**src/rtl/alarm_unit.sv**
```systemverilog
// alarm_unit: alarm-time register, IDLE/RING/SNOOZE controller and buzz tone divider.
// Snooze support is compiled in only when ALARM_SNOOZE_EN is defined.
module alarm_unit #(
    parameter int RING_SECS   = 60,
    parameter int SNOOZE_SECS = 300,
    parameter int BUZZ_HALF   = 25000
) (
    input  logic       mclk,
    input  logic       rst,
    input  logic       tick,
    input  logic [3:0] h_1,
    input  logic [3:0] h_0,
    input  logic [3:0] m_1,
    input  logic [3:0] m_0,
    input  logic [3:0] s_1,
    input  logic [3:0] s_0,
    input  logic       alarm_on,
    input  logic       set_mode,
    input  logic       inc_h,
    input  logic       inc_m,
    input  logic       snooze,
    input  logic       stop,
    output logic [3:0] al_h1,
    output logic [3:0] al_h0,
    output logic [3:0] al_m1,
    output logic [3:0] al_m0,
    output logic       ringing,
    output logic       snoozed,
    output logic       buzz
);

    localparam int RW = $clog2(RING_SECS + 1);
    localparam int BW = $clog2(BUZZ_HALF + 1);

    typedef enum logic [1:0] {
        IDLE   = 2'd0,
        RING   = 2'd1,
        SNOOZE = 2'd2
    } state_t;

    state_t          state, state_nxt;
    logic [RW-1:0]   ring_cnt, ring_cnt_nxt;
    logic [BW-1:0]   buzz_cnt;
    logic            tone;
    logic            match, leave, snooze_req, ring_done;
    logic [3:0]      ah1_n, ah0_n, am1_n, am0_n;

    assign match = ({h_1, h_0, m_1, m_0} == {al_h1, al_h0, al_m1, al_m0})
                   && (s_1 == 4'd0) && (s_0 == 4'd0);
    assign leave     = stop | ~alarm_on | set_mode;
    assign ring_done = (ring_cnt == RW'(RING_SECS - 1));

`ifdef ALARM_SNOOZE_EN
    localparam int SW = $clog2(SNOOZE_SECS + 1);
    logic [SW-1:0] snz_cnt, snz_cnt_nxt;
    logic          snz_done;

    assign snooze_req = snooze;
    assign snz_done   = (snz_cnt == SW'(SNOOZE_SECS - 1));
`else
    logic unused_snooze;

    assign snooze_req    = 1'b0;
    assign unused_snooze = snooze;
`endif

    always_comb begin
        state_nxt    = state;
        ring_cnt_nxt = ring_cnt;
`ifdef ALARM_SNOOZE_EN
        snz_cnt_nxt  = snz_cnt;
`endif
        case (state)
            IDLE: begin
                if (tick && match && alarm_on && !set_mode) begin
                    state_nxt    = RING;
                    ring_cnt_nxt = '0;
                end
            end
            RING: begin
                // leave beats snooze, snooze beats the ring timeout
                if (leave) begin
                    state_nxt    = IDLE;
                    ring_cnt_nxt = '0;
                end else if (snooze_req) begin
                    state_nxt = SNOOZE;
`ifdef ALARM_SNOOZE_EN
                    snz_cnt_nxt = '0;
`endif
                end else if (tick) begin
                    if (ring_done) begin
                        state_nxt    = IDLE;
                        ring_cnt_nxt = '0;
                    end else begin
                        ring_cnt_nxt = ring_cnt + RW'(1);
                    end
                end
            end
`ifdef ALARM_SNOOZE_EN
            SNOOZE: begin
                if (leave) begin
                    state_nxt   = IDLE;
                    snz_cnt_nxt = '0;
                end else if (tick) begin
                    if (snz_done) begin
                        state_nxt    = RING;
                        ring_cnt_nxt = '0;
                        snz_cnt_nxt  = '0;
                    end else begin
                        snz_cnt_nxt = snz_cnt + SW'(1);
                    end
                end
            end
`endif
            default: begin
                state_nxt    = IDLE;
                ring_cnt_nxt = '0;
            end
        endcase
    end

    // Status flags decode the next state so they line up with the state register.
    always_ff @(posedge mclk or negedge rst) begin
        if (!rst) begin
            state    <= IDLE;
            ring_cnt <= '0;
            ringing  <= 1'b0;
        end else begin
            state    <= state_nxt;
            ring_cnt <= ring_cnt_nxt;
            ringing  <= (state_nxt == RING);
        end
    end

`ifdef ALARM_SNOOZE_EN
    always_ff @(posedge mclk or negedge rst) begin
        if (!rst) begin
            snz_cnt <= '0;
            snoozed <= 1'b0;
        end else begin
            snz_cnt <= snz_cnt_nxt;
            snoozed <= (state_nxt == SNOOZE);
        end
    end
`else
    assign snoozed = 1'b0;
`endif

    always_ff @(posedge mclk or negedge rst) begin
        if (!rst) begin
            buzz_cnt <= '0;
            tone     <= 1'b0;
        end else if (state != RING) begin
            buzz_cnt <= '0;
            tone     <= 1'b0;
        end else if (buzz_cnt == BW'(BUZZ_HALF - 1)) begin
            buzz_cnt <= '0;
            tone     <= ~tone;
        end else begin
            buzz_cnt <= buzz_cnt + BW'(1);
        end
    end

    assign buzz = tone & ringing;

    // Hours run 00..11, minutes 00..59, each wrapping independently.
    always_comb begin
        ah1_n = al_h1;
        ah0_n = al_h0;
        am1_n = al_m1;
        am0_n = al_m0;
        if (set_mode && inc_h) begin
            if (al_h1 == 4'd1 && al_h0 == 4'd1) begin
                ah1_n = 4'd0;
                ah0_n = 4'd0;
            end else if (al_h0 == 4'd9) begin
                ah1_n = al_h1 + 4'd1;
                ah0_n = 4'd0;
            end else begin
                ah0_n = al_h0 + 4'd1;
            end
        end
        if (set_mode && inc_m) begin
            if (al_m0 == 4'd9) begin
                am0_n = 4'd0;
                am1_n = (al_m1 == 4'd5) ? 4'd0 : al_m1 + 4'd1;
            end else begin
                am0_n = al_m0 + 4'd1;
            end
        end
    end

    always_ff @(posedge mclk or negedge rst) begin
        if (!rst) begin
            al_h1 <= 4'd0;
            al_h0 <= 4'd0;
            al_m1 <= 4'd0;
            al_m0 <= 4'd0;
        end else begin
            al_h1 <= ah1_n;
            al_h0 <= ah0_n;
            al_m1 <= am1_n;
            al_m0 <= am0_n;
        end
    end

endmodule

```
**config.mk**
```make
export PLATFORM = sky130hd
export DESIGN_NAME = alarm_unit
export DESIGN_NICKNAME = d
export VERILOG_FILES = /design/src/rtl/alarm_unit.sv
export SDC_FILE = /design/constraint.sdc
export NUM_CORES = 1
export LEC_CHECK = 0
export CAP_MARGIN = 20
export CORE_MARGIN = 1
export CORE_UTILIZATION = 50
export CTS_CLUSTER_DIAMETER = 150
export DETAILED_ROUTE_END_ITERATION = 7
export DONT_BUFFER_PORTS = 1
export MAX_ROUTING_LAYER = met4
export PLACE_DENSITY = 0.68
export SLEW_MARGIN = 20
export SYNTH_ARGS = -nofsm -noshare
export SYNTH_HDL_FRONTEND = slang
export SYNTH_SLANG_ARGS = --single-unit
```
**constraint.sdc**
```tcl
create_clock -name mclk -period 1.6 [get_ports mclk]
set_input_delay 0.24 -clock mclk [delete_from_list [all_inputs] [get_ports mclk]]
set_output_delay 0.24 -clock mclk [all_outputs]
set_load 0.01 [all_outputs]
```
* Word level (Yosys, flattened, before mapping)
Cells that the tools add are included.
** Word-level totals
- Logic and storage cells :: 70
- Output and inout port bits :: 19
- Memories kept :: 0
- Register bits after elaboration :: 41
- Bits of input ports :: 33
- Bits in latches :: 0
- Memory bits (writable) :: 0
- ROM bits :: 0
** Cells by class
- Multipliers :: 0
- Bitwise logic cells :: 5
- Reductions and logical operators :: 17
- Divide/modulo/power cells :: 0
- Add/subtract/negate cells :: 6
- Equal/unequal tests :: 13
- Shift-type cells :: 0
- Magnitude comparators :: 0
- Mux-type cells :: 20
** Operator list (count)
- 15-bit 2-to-1 mux :: 2
- 4-bit 2-to-1 mux :: 6
- 6-bit 2-to-1 mux :: 4
- 4-bit by 1-bit adder with 4-bit output, second input constant :: 4
- 16-bit equality test :: 1
- 15-bit by 1-bit adder with 15-bit output, second input constant :: 1
- 15-bit equality test, second input constant :: 1
- 6-bit one-hot mux with 2 select lines :: 1
- 4-bit by 1-bit equality test with 1-bit output, second input constant :: 2
- 4-bit equality test, second input constant :: 2
- 1-bit logical AND :: 8
- 4-bit logical NOT :: 2
- 2-bit 2-to-1 mux :: 4
- 6-bit by 1-bit adder with 6-bit output, second input constant :: 1
- 6-bit equality test, second input constant :: 1
- 2-bit AND reduction :: 3
- 2-bit by 1-bit equality test with 1-bit output, second input constant :: 2
- 4-bit by 3-bit equality test with 1-bit output, second input constant :: 1
- 2-bit one-hot mux with 2 select lines :: 1
- 2-bit nonzero test :: 2
- 3-bit inequality test, second input constant :: 1
- 2-bit logical NOT :: 1
- 1-bit 2-to-1 mux :: 2
- 2-bit by 1-bit inequality test with 1-bit output, second input constant :: 1
- 5 further kinds :: 7

* Logic depth before layout (Yosys ltp)
- Word-level depth :: 9
- Gate-level depth with buffers :: 7
- Gate-level depth less buffers :: 7

* Worst setup path after synthesis
No wires, ideal clock.
- Kind :: register to register
- From :: register al_h0[3]
- To :: register ring_cnt[0]
- Buffers on the path :: 1
- Arrival :: 1620 ps
- Library setup time :: 128 ps
- Slack :: -147 ps
- Cell stages (with the launch flop) :: 7
- Period minus slack after synthesis :: 1747 ps
- Required time :: 1472 ps
- Cells stage by stage :: dfrtp_1 -> buf_2 -> xnor2_1 -> nand4_1 -> o31ai_1 -> nand3_2 -> mux2_1
** On the way
- Word-level cells in the longest chain between the ends :: 8
** RTL lines
- start: declaration :: RTL line 24 : output logic [3:0] al_h0,
- start signal: assignment :: RTL line 201 : al_h0 <= ah0_n;
- 16-bit equality test :: RTL line 48 : assign match = ({h_1, h_0, m_1, m_0} == {al_h1, al_h0, al_m1, al_m0})
- 1-bit logical AND (2 in a row) :: RTL line 49 : && (s_1 == 4'd0) && (s_0 == 4'd0);
- 1-bit logical AND (3 in a row) :: RTL line 75 : if (tick && match && alarm_on && !set_mode) begin
- 2-bit inequality test (no line)
- 2-bit AND reduction (no line)
- end signal: assignment :: RTL line 130 : ring_cnt <= ring_cnt_nxt;
- end: declaration :: RTL line 42 : logic [RW-1:0] ring_cnt, ring_cnt_nxt;
Every way passes these cells.
A chain may end at the register's enable or synchronous reset.

* Worst setup path after layout
- From :: register al_m1[0]
- To :: register ring_cnt[0]
** On the way
- Word-level cells in the longest chain between the ends :: 8
** RTL lines
- start: declaration :: RTL line 25 : output logic [3:0] al_m1,
- start signal: assignment :: RTL line 202 : al_m1 <= am1_n;
- 16-bit equality test :: RTL line 48
- 1-bit logical AND (2 in a row) :: RTL line 49
- 1-bit logical AND (3 in a row) :: RTL line 75
- 2-bit inequality test (no line)
- 2-bit AND reduction (no line)
Every way passes these cells.

==> reports/results.ini <==
[job]
maxCapViolCount=0

[floorplan]
io_pins=52
dieArea_um2=4820
core.rowCount=24
initial_core_util_pct=52.2
die_y_um=69.4
dieWidth_um=69.4
fp.coreArea_um2=4350

[layout]
n_antenna_cell=0
regArea_um2=1030
instances_no_fill=331
synthToLayoutAreaGrowth_pct=26.3
num-fill-cells=374
multi_input_area_um2=1290
drive_gt1_share_pct=26.5
num-nets-final=317
postLayoutCoreUtil_pct=65.9

[sta]
period_minus_slack_ns=1.71
fmax_mhz=586
finalSetupTns_ns=-0.399
setup_slack_ns=-0.106
final-hold-violation-count=0
setup_violations=6
slew_viol_final=0
rsz0062_at_grt=true
fin_crit_sh_pct=107
finalClockSkew_ns=0.00943

[setup_path]
critPathRequiredTime_ns=1.78
r2r_slack_ns=-0.11
crit_slowest_cell=dfrtp_1
worstPathArrival_ns=1.89
critPathTopFamily=flip-flops
rr_worst_depth=5
crit_path_start=al_m1[0]
crit_cells=5
worstSetupPathType=reg -> reg
worstSetupEndpoint=ring_cnt[0]
critPathCaptureType=flip-flop
cp-start-kind=flip-flop
reg2reg_from=al_m1[0]
slowest_delay_ns=0.43
r2r-end=ring_cnt[0]
crit_buf_inv=0
worstPathMaxFanout=4
path_cells=xnor2_2 -> nand4_1 -> o31ai_2 -> nand3_2 -> mux2_4

[global_route]
grt_antenna_before_repair=0
overflow=0
grt_pass1_vias=1807
grt_max_degree=42
grt_usage_pct=21.5
grt_pass1_wl_um=7930

[synthesis]
synthArstFlopShare_pct=100
netlist.area_leader.share_pct=45.2
ys_warn_count=0
synth.cell_area_um2=2270
synth_flop_cell=dfrtp_1
ys_seq_area_share_pct=45.2
yosys-top-cells-area=dfrtp_1 45%, xnor2_1 9.6%, nand3_1 3.7%
ys_types=43
syn_area_per_cell_um2=9.75
synth_area_leader_cell=dfrtp_1
synth_edf_count=0
netlist_instances=233
ys_ff_latch=41

[hold_path]
hold_path.class=in -> reg
hold_path.startpoint=set_mode

[place]
port_buffers=0
hpwlAfterDp_um=3410
dp_slack_ns=-0.125
placed_cells=320
gp_congestion=0.784

[power_and_ir_drop]
p_total_mw=3.56
peakVddDrop_v=0.000919
powerDensity_nw_per_um2=1240
p_leak_nw=1.24

[drt]
wl_per_cell_um=14.5
firstDrtPassIters=4
avgViaCountPerCell=5.56
vias=1841
drtAntennaViolNets=0
wl_um=4800
dr.first_iter.drc_count=113
drc=0

[clock_network]
cts_sinks=41
cts_tree=yes
root_buffer=clkbuf_8
path_clk_slew_ns=0.08
cts.path.max_buffers=2
htree_levels=2
clkLatencyLatePin_ns=0.30
cts_made_buffers=5

[outcome]
violations=setup timing
status=complete, but fails checks

-- flip-flops by register name, indices dropped and copies added, names as in the netlist --
| name | cells |
|---|---|
| tone | 1 |
| ring_cnt | 6 |
| al_h1 | 4 |
| ringing | 1 |
| buzz_cnt | 15 |
| al_m0 | 4 |
| al_m1 | 4 |
| al_h0 | 4 |
| state | 2 |
-- kinds of logic after synthesis --
| group | after synthesis | synth area share [%] |
|---|---|---|
| flip-flops | 41 | 45.2 |
| XOR/XNOR | 34 | 13.1 |
| multiplexers | 4 | 1.93 |
| other | 1 | 0.165 |
| adder cells (fa/ha/maj) | 6 | 3.31 |
| AND/OR/NAND/NOR | 106 | 25.2 |
| AO/OA/AOI/OAI | 29 | 8.87 |
| buffers and inverters | 12 | 2.20 |
-- worst min path at each step --
stage          slack, ns  cells past startpoint      endpoint
3_5_place_dp       -0.05                      0  buzz_cnt[12]
5_1_grt             0.10                      2      al_m0[0]
4_1_cts             0.09                      2      al_m0[0]
2_1_floorplan      -0.06                      0      al_h0[0]
3_3_place_gp       -0.05                      0  buzz_cnt[12]
6_report            0.10                      2      al_m0[0]
-- layout by cell type (no fill, tap or decap), drive strengths merged, types with 2 or more instances in the layout --
master	synthesis	final
conb	1	2
a221o	2	2
a31oi	2	2
mux2	3	3
a21o	2	2
and2	3	3
nor3	11	11
clkbuf	1	6
o31ai	3	3
o21a	2	2
nand4	9	9
nor2b	5	5
and3	4	4
o21ai	10	10
a21oi	3	3
ha	6	6
nor2	21	21
xnor2	25	25
dfrtp	41	41
nor3b	3	3
nor4	3	3
xor2	9	9
nand2b	2	2
buf	2	39
a211o	2	2
nand2	21	21
nand3	18	18
inv	9	9
-- through the flow --
step                area [um2]  hold WS (ns)
CTS                       2800        0.0894
global placement          2630       -0.0545
finish                    2870         0.101
global route              2870         0.103
floorplan                 2300       -0.0556
detailed placement        2630       -0.0545
-- report_power, final --
part / switching [mW] / internal [mW] / leakage [nW] / total, mW
Combinational: 0.656 / 0.693 / 0.638 / 1.35
Clock: 0.368 / 0.507 / 0.0574 / 0.875
Sequential: 0.144 / 1.19 / 0.546 / 1.33
Total: 1.17 / 2.39 / 1.24 / 3.56
-- final cells by class --
type,count,area share [%]
clock buffers,6,2.88
clock inverters,2,1.31
inverters,9,1.27
multi-input cells,181,44.9
flip-flops and latches,41,35.8
well taps,52,2.27
repair buffers,40,11.6
-- what timing repair did --
item | CTS | global route
hold buffers | 2 | 0
setup buffers | 0 | 2
resized for setup | 5 | 17
endpoints found under the setup margin | 14 | 28
hold endpoints to repair | 41 | 0
pin swaps | 1 | 7
-- cell usage after synthesis, types with 3 or more instances --
master / count
nand3_1: 17
xnor2_1: 25
and3_1: 4
nor2b_1: 5
o31ai_1: 3
nand4_1: 9
nor3_1: 11
and2_1: 3
nor2_1: 21
nand2_1: 21
dfrtp_1: 41
inv_1: 9
a21oi_1: 3
ha_1: 6
o21ai_0: 10
xor2_1: 9
-- layer usage --
metal,part of all wire [%],GRT usage [%],up-vias
met3,7.5,5.81,7
met5,0,-,-
met4,1.4,6.80,0
met1,44,28.3,872
li1,-,-,901
met2,47,32.5,61
Note: power is estimated with default switching activity, not from simulation.
